## src/rtl/product_accumulator.sv

```systemverilog
// product_accumulator: sums COUNT consecutive products into a block total
// and presents it on a registered valid/ready slot. Optional clamping via PRODUCT_ACCUMULATOR_SAT_EN.
module product_accumulator #(
    parameter int PROD_W = 8,
    parameter int ACC_W  = 16,
    parameter int COUNT  = 4
) (
    input  logic              clk,
    input  logic              rst,
    input  logic              in_valid,
    input  logic [PROD_W-1:0] in_product,
    input  logic              clear,
    output logic              out_valid,
    input  logic              out_ready,
    output logic [ACC_W-1:0]  out_sum,
    output logic              out_sat,
    output logic              overrun
);

    localparam int CNT_W = (COUNT > 2) ? $clog2(COUNT) : 1;
    localparam logic [CNT_W-1:0] CNT_LAST = CNT_W'(COUNT - 1);

    logic [ACC_W-1:0] acc_q, acc_d;
    logic [CNT_W-1:0] cnt_q, cnt_d;
    logic [ACC_W-1:0] sum_q, sum_d;
    logic             sat_q, sat_d;
    logic             vld_q, vld_d;
    logic             ovr_q, ovr_d;
    logic             pend_q, pend_d;

    logic [ACC_W-1:0] prod_ext;
    logic [ACC_W-1:0] add_res;
    logic             clip;
    logic             last;
    logic             slot_free;

    assign prod_ext  = ACC_W'(in_product);
    assign last      = (cnt_q == CNT_LAST);
    assign slot_free = !vld_q || out_ready;

`ifdef PRODUCT_ACCUMULATOR_SAT_EN
    logic [ACC_W:0] sum_w;

    // Widened add; the carry out marks a clamp to all-ones
    always_comb begin
        sum_w   = {1'b0, acc_q} + {1'b0, prod_ext};
        clip    = sum_w[ACC_W];
        add_res = clip ? {ACC_W{1'b1}} : sum_w[ACC_W-1:0];
    end
`else
    // Plain modulo-2^ACC_W add; no clamp ever reported
    always_comb begin
        add_res = acc_q + prod_ext;
        clip    = 1'b0;
    end
`endif

    // Next-state: clear beats in_valid, transfer frees the slot
    always_comb begin
        acc_d  = acc_q;
        cnt_d  = cnt_q;
        sum_d  = sum_q;
        sat_d  = sat_q;
        vld_d  = vld_q && !out_ready;
        ovr_d  = ovr_q;
        pend_d = pend_q;
        if (clear) begin
            acc_d  = '0;
            cnt_d  = '0;
            pend_d = 1'b0;
        end else if (in_valid) begin
            if (last) begin
                acc_d  = '0;
                cnt_d  = '0;
                pend_d = 1'b0;
                if (slot_free) begin
                    sum_d = add_res;
                    sat_d = pend_q || clip;
                    vld_d = 1'b1;
                end else begin
                    ovr_d = 1'b1;
                end
            end else begin
                acc_d  = add_res;
                cnt_d  = cnt_q + CNT_W'(1);
                pend_d = pend_q || clip;
            end
        end
    end

    // State registers with synchronous reset
    always_ff @(posedge clk) begin
        if (rst) begin
            acc_q  <= '0;
            cnt_q  <= '0;
            sum_q  <= '0;
            sat_q  <= 1'b0;
            vld_q  <= 1'b0;
            ovr_q  <= 1'b0;
            pend_q <= 1'b0;
        end else begin
            acc_q  <= acc_d;
            cnt_q  <= cnt_d;
            sum_q  <= sum_d;
            sat_q  <= sat_d;
            vld_q  <= vld_d;
            ovr_q  <= ovr_d;
            pend_q <= pend_d;
        end
    end

    assign out_valid = vld_q;
    assign out_sum   = sum_q;
    assign overrun   = ovr_q;
`ifdef PRODUCT_ACCUMULATOR_SAT_EN
    assign out_sat   = sat_q;
`else
    assign out_sat   = 1'b0;
`endif

endmodule

```

## config.mk

```make
export PLATFORM = sky130hd
export DESIGN_NAME = product_accumulator
export DESIGN_NICKNAME = d
export VERILOG_FILES = /design/src/rtl/product_accumulator.sv
export SDC_FILE = /design/constraint.sdc
export NUM_CORES = 1
export LEC_CHECK = 0
export BUFFER_PORTS_ARGS = -buffer_cell sky130_fd_sc_hd__buf_4
export CAP_MARGIN = 10
export CORE_MARGIN = 5
export CORE_UTILIZATION = 47
export DETAILED_ROUTE_END_ITERATION = 12
export PLACE_DENSITY_LB_ADDON = 0.12
export SETUP_SLACK_MARGIN = 0.02
export SYNTH_ARGS = -nofsm -noshare
export SYNTH_HDL_FRONTEND = slang
export SYNTH_SLANG_ARGS = --single-unit
```

## constraint.sdc

```tcl
create_clock -name clk -period 7.1 [get_ports clk]
set_input_delay 1.42 -clock clk [delete_from_list [all_inputs] [get_ports clk]]
set_output_delay 1.42 -clock clk [all_outputs]
set_load 0.01 [all_outputs]
```

; ---- Word level (Yosys, flattened, before mapping)
; Cells that the tools add are included.
[op_classes]
addsub = 2
n_eq_ne = 1
n_mux = 6
bitwise = 2
n_reduce_logical = 7
[op_table]
columns = operator, count
row1 = $add A16 B8 Y16, 1
row2 = $mux W16, 1
row3 = $reduce_and A4 Y1, 2
row4 = $mux W1, 4
row5 = $add A2 B1 Y2 const B, 1
row6 = $eq A2 B2 Y1 const B, 1
row7 = $logic_not A1 Y1, 2
row8 = $mux W2, 1
row9 = $not A1 Y1, 2
row10 = $reduce_or A2 Y1, 1
row11 = $logic_and A1 B1 Y1, 1
row12 = $logic_or A1 B1 Y1, 1
[word_totals]
ff_bits = 36
input_bits = 13
elab_cells = 23

; ---- Longest topological paths before layout
[logic_depth]
ltp_word = 6
depth_mapped = 7

; ---- Worst setup path before layout
; Ideal clock, no wire load.
[synth_path]
path_kind = in2reg
startpoint = input in_product[0]
endpoint = register sum_q[6] (netlist: out_sum[6])
setup_ns = 0.087
t_arrival_ns = 3.181
required_time_ns = 7.013
setup_slack_ns = 3.832
path_stages = 7
path_cell_list = ha_1 > fa_1 > and3_1 > o21ai_0 > or4b_1 > o311a_1 > o31ai_1
[synth_via]
elab_chain_len = 1
[synth_lines]
columns = item, line_no
row1 = start: declaration, 11  ; input logic [PROD_W-1:0] in_product,
row2 = $add A16 B8 Y16, 53  ; add_res = acc_q + prod_ext;
row3 = end signal: assignment, 104  ; sum_q <= sum_d;
row4 = end: declaration, 25  ; logic [ACC_W-1:0] sum_q, sum_d;
; Every way passes these cells.
; A chain may end at the register's enable or synchronous reset.

; ---- Worst setup path in the final report
; Ends and elaborated chain as after synthesis.

==> impl.org <==
** Placement
- During placement, the flow inserted port buffers numbering 30.
- Placed Cells :: 310
- Placed wire-length estimate after detailed placement :: 3330 µm
- At the end of routability-driven placement, the weighted congestion stood at 0.792.
- Placement-stage worst setup slack :: 3.56 ns
- Placed standard-cell area :: 2270 µm²

** Yosys
- Mux contribution to synthesized area :: 0.980%
- Summing the areas of all compound-gate instances in the mapped netlist gives 27.4% of the synthesized area.
- Synthesized-area fraction occupied by adder cells :: 6.49%
- Combinational family with the most area after synthesis :: compound AO/OA/AOI/OAI gates
- The number of nets in the synthesized netlist is 264.
- Share of synthesized area occupied by flip-flops and latches :: 35.3%
- The commonest cells after synthesis are dfxtp_1, nor2_1, nand2_1.
- After synthesis, the cell types taking the most area are dfxtp_1, nor2_1, ha_1.
- Synthesized instance count :: 241
- Synth Flop Type :: dfxtp_1
- Number of flops mapped to enable cells by yosys :: 0
- A synthesized cell averages 8.48 µm².
- Among all cell types in the netlist, the one instantiated most often is dfxtp_1.
- Counting flops with an async set or reset pin after synthesis yields a share of 0%.
- Yosys reg bits :: 36
- Number of distinct library cells after synthesis :: 55
- Post-synthesis xor/xnor area fraction :: 2.14%
- dfxtp_1 takes more of the synthesized area than any other cell.
- For this run, the number of Yosys warnings is 0.
- Fraction of synthesized cell area taken by the top area cell type :: 35.3%
- After synthesis the cells add up to 2040 µm².
- After Yosys synthesis, and, or, nand and nor cells account for 23.2% of the synthesized area.

** Die
- The floorplan step defined a die boundary enclosing 5770 µm².
- Measured along the y axis, the die boundary spans 75.9 µm.
- After floorplanning, the core was divided into 24 placement rows.
- Die Span X :: 75.9 µm
- I/O pin count :: 32
- Core area :: 4290 µm²
- Effective utilization at floorplan :: 47.6%

** Route
- Number of routed nets with antenna violations :: 0
- The first detailed-routing pass ran for 4 iterations.
- In the routed design, unresolved DRC markers number 0.
- The first routing iteration left 82 violations.
- Total Wirelength :: 4820 µm
- Routed vias/inst :: 5.77
- Average wire per standard cell :: 15.2 µm
- Vias :: 1,835

** GRT
- Maximum number of pins on one net before global-route repair :: 24
- For this run, the total global-route usage over all layers was measured as 17.3%.
- The number of antenna violations at the first check in global routing was 0.
- The number of global-route vias before repair is 1,780.
- First-pass GRT wire length :: 8470 µm
- Global routing finished with a remaining overflow of 0.

** STA
- The smallest clock period supported by the final layout is computed as 3.28 ns.
- Static timing analysis puts the maximum clock frequency at 305 MHz.
- Setup slack closes at 3.82 ns.
- Crit share post-route :: 46.2%
- The final hold violation count came to 0.
- Clock skew on the completed layout was measured at 0.00617 ns.
- Final slew viol count :: 0
- In this run the tightest slew margin relative to its limit is 53.7%.
- Setup repair after global routing left no endpoint under its margin.
- Slew @ Worst Pin :: 0.694 ns
- Final setup violation count :: 0
- Worst hold slack after final layout :: 0.454 ns
- Total Negative Setup Slacks :: 0 ns

** Clock network
- Clock transition at the registers of the reported paths :: 0.07 ns
- Clock tree synthesis inserted a total of 5 buffers.
- Maximum buffer depth of the clock tree :: 2
- At the later pin of the worst-skew pair, clock insertion delay measures 0.29 ns.
- Number of sinks on the clock net :: 36
- CTS tree :: built
- Post-CTS Hold Fix Bufs :: 0
- Buffers inserted by post-CTS timing repair :: 0
- Post-cts gate resize count :: 0
- Count of H-tree levels built during CTS :: 2
- Root Driver :: clkbuf_8

** Pwr
- Of the total power, registers draw 50.8%.
- Share of power burned in combinational logic :: 11.8%
- IR analysis of the VDD net gives a maximum drop of 0.115 mV.
- Tot Pwr :: 0.405 mW
- Switching Fraction :: 25.3%
- Power density over the cells :: 172 nW/µm²
- Switching power of the nets :: 0.103 mW
- Static power due to leakage :: 0.949 nW
- Internal cell power :: 0.302 mW
- The clock network accounts for 37.4% of the total power.

** Cells and area
- Final antenna diode count :: 0
- In the final design database the tool counted 288 nets.
- Non-Filler Cell Area, Final :: 2360 µm²
- Cells fill 55.0% of the core in the end.
- Layout area overhead :: 15.6%
- Final cell count without fillers :: 318
- Ratio of cells with drive above 1 in the final layout :: 17.3%

** Critical path
- Worst path arrival time :: 3.47 ns
- Measured in cells, the most critical reg-to-reg path has a length of 6.
- Critical path peak fanout :: 3
- The worst setup path is launched from an input pin.
- Data on the critical path is required at its endpoint by 7.29 ns.
- Type of the worst setup path :: input pin to flip-flop
- STA classifies the critical path endpoint as a flip-flop.

** Hold path
- The min-delay analysis places its worst path in the category flip-flop to flip-flop.
- The worst hold path passes through 2 cells.

** Flow run
- The tool flagged a number of max-cap violations equal to 0.

** Run status
- The run finished with clean final reports.
[area by class of cell]
class | instances | area, µm²
sequential | 36 | 721
multi-input combinational | 186 | 1230
tap | 52 | 65.1
timing repair buffer | 31 | 233
clock buffer | 8 | 90.1
inverter | 5 | 18.8
fill | 432 | 1930
[flip-flops by register name, summed over array words and instances, names as in the netlist]
name / count
out_valid: 1
overrun: 1
cnt_q: 2
acc_q: 16
out_sum: 16
[routing by layer]
layer / GRT usage [%] / wire length (µm) / vias to the layer above
li1: - / - / 940
met1: 23.3 / 2320 / 855
met2: 27.5 / 2240 / 36
met3: 4.74 / 220 / 4
met4: 3.74 / 40 / 0
met5: 0 / 0 / -
[worst paths after layout]
path,startpoint,endpoint,slack [ns]
max,in_product[0],out_sum[6],3.82
min,out_sum[5],out_sum[5],0.45
max reg2reg,cnt_q[0],out_sum[13],4.74
min reg2reg,out_sum[5],out_sum[5],0.45
[worst max-delay path, stage by stage]
cell,delay [ns]
buf_4,0.11
ha_1,0.21
fa_1,0.41
and3_1,0.25
o21ai_0,0.22
or4b_1,0.46
o311a_1,0.16
o31ai_1,0.23
[placed cells by master, fill, tap and decap left out, types with 5 or more instances in the layout]
cell       n
ha_1       9
nor2_1    32
nand3_1   11
a211oi_1   5
inv_1      5
dfxtp_1   36
buf_4     31
a21o_1     6
clkbuf_8   6
nand2_1   23
o21ai_0    8
a21oi_1   17
[power groups by stage]
stage	clock [mW]	combinational (mW)	sequential, mW
after floorplan	0	0.0352	0.210
after global placement	0	0.0468	0.211
after detailed placement	0	0.0470	0.211
after CTS	0.156	0.0475	0.206
after global routing	0.167	0.0533	0.206
final	0.151	0.0478	0.206
[cell families (layout without fill, tap and decap cells)]
| logic type | after synthesis | count (layout) |
|---|---|---|
| AND/OR/NAND/NOR | 96 | 96 |
| AO/OA/AOI/OAI | 72 | 72 |
| flip-flops | 36 | 36 |
| buffers and inverters | 19 | 44 |
| adder cells (fa/ha/maj) | 10 | 10 |
| XOR/XNOR | 5 | 5 |
| multiplexers | 2 | 2 |
| other | 1 | 1 |
No activity file was read; power rests on OpenSTA's default activity.
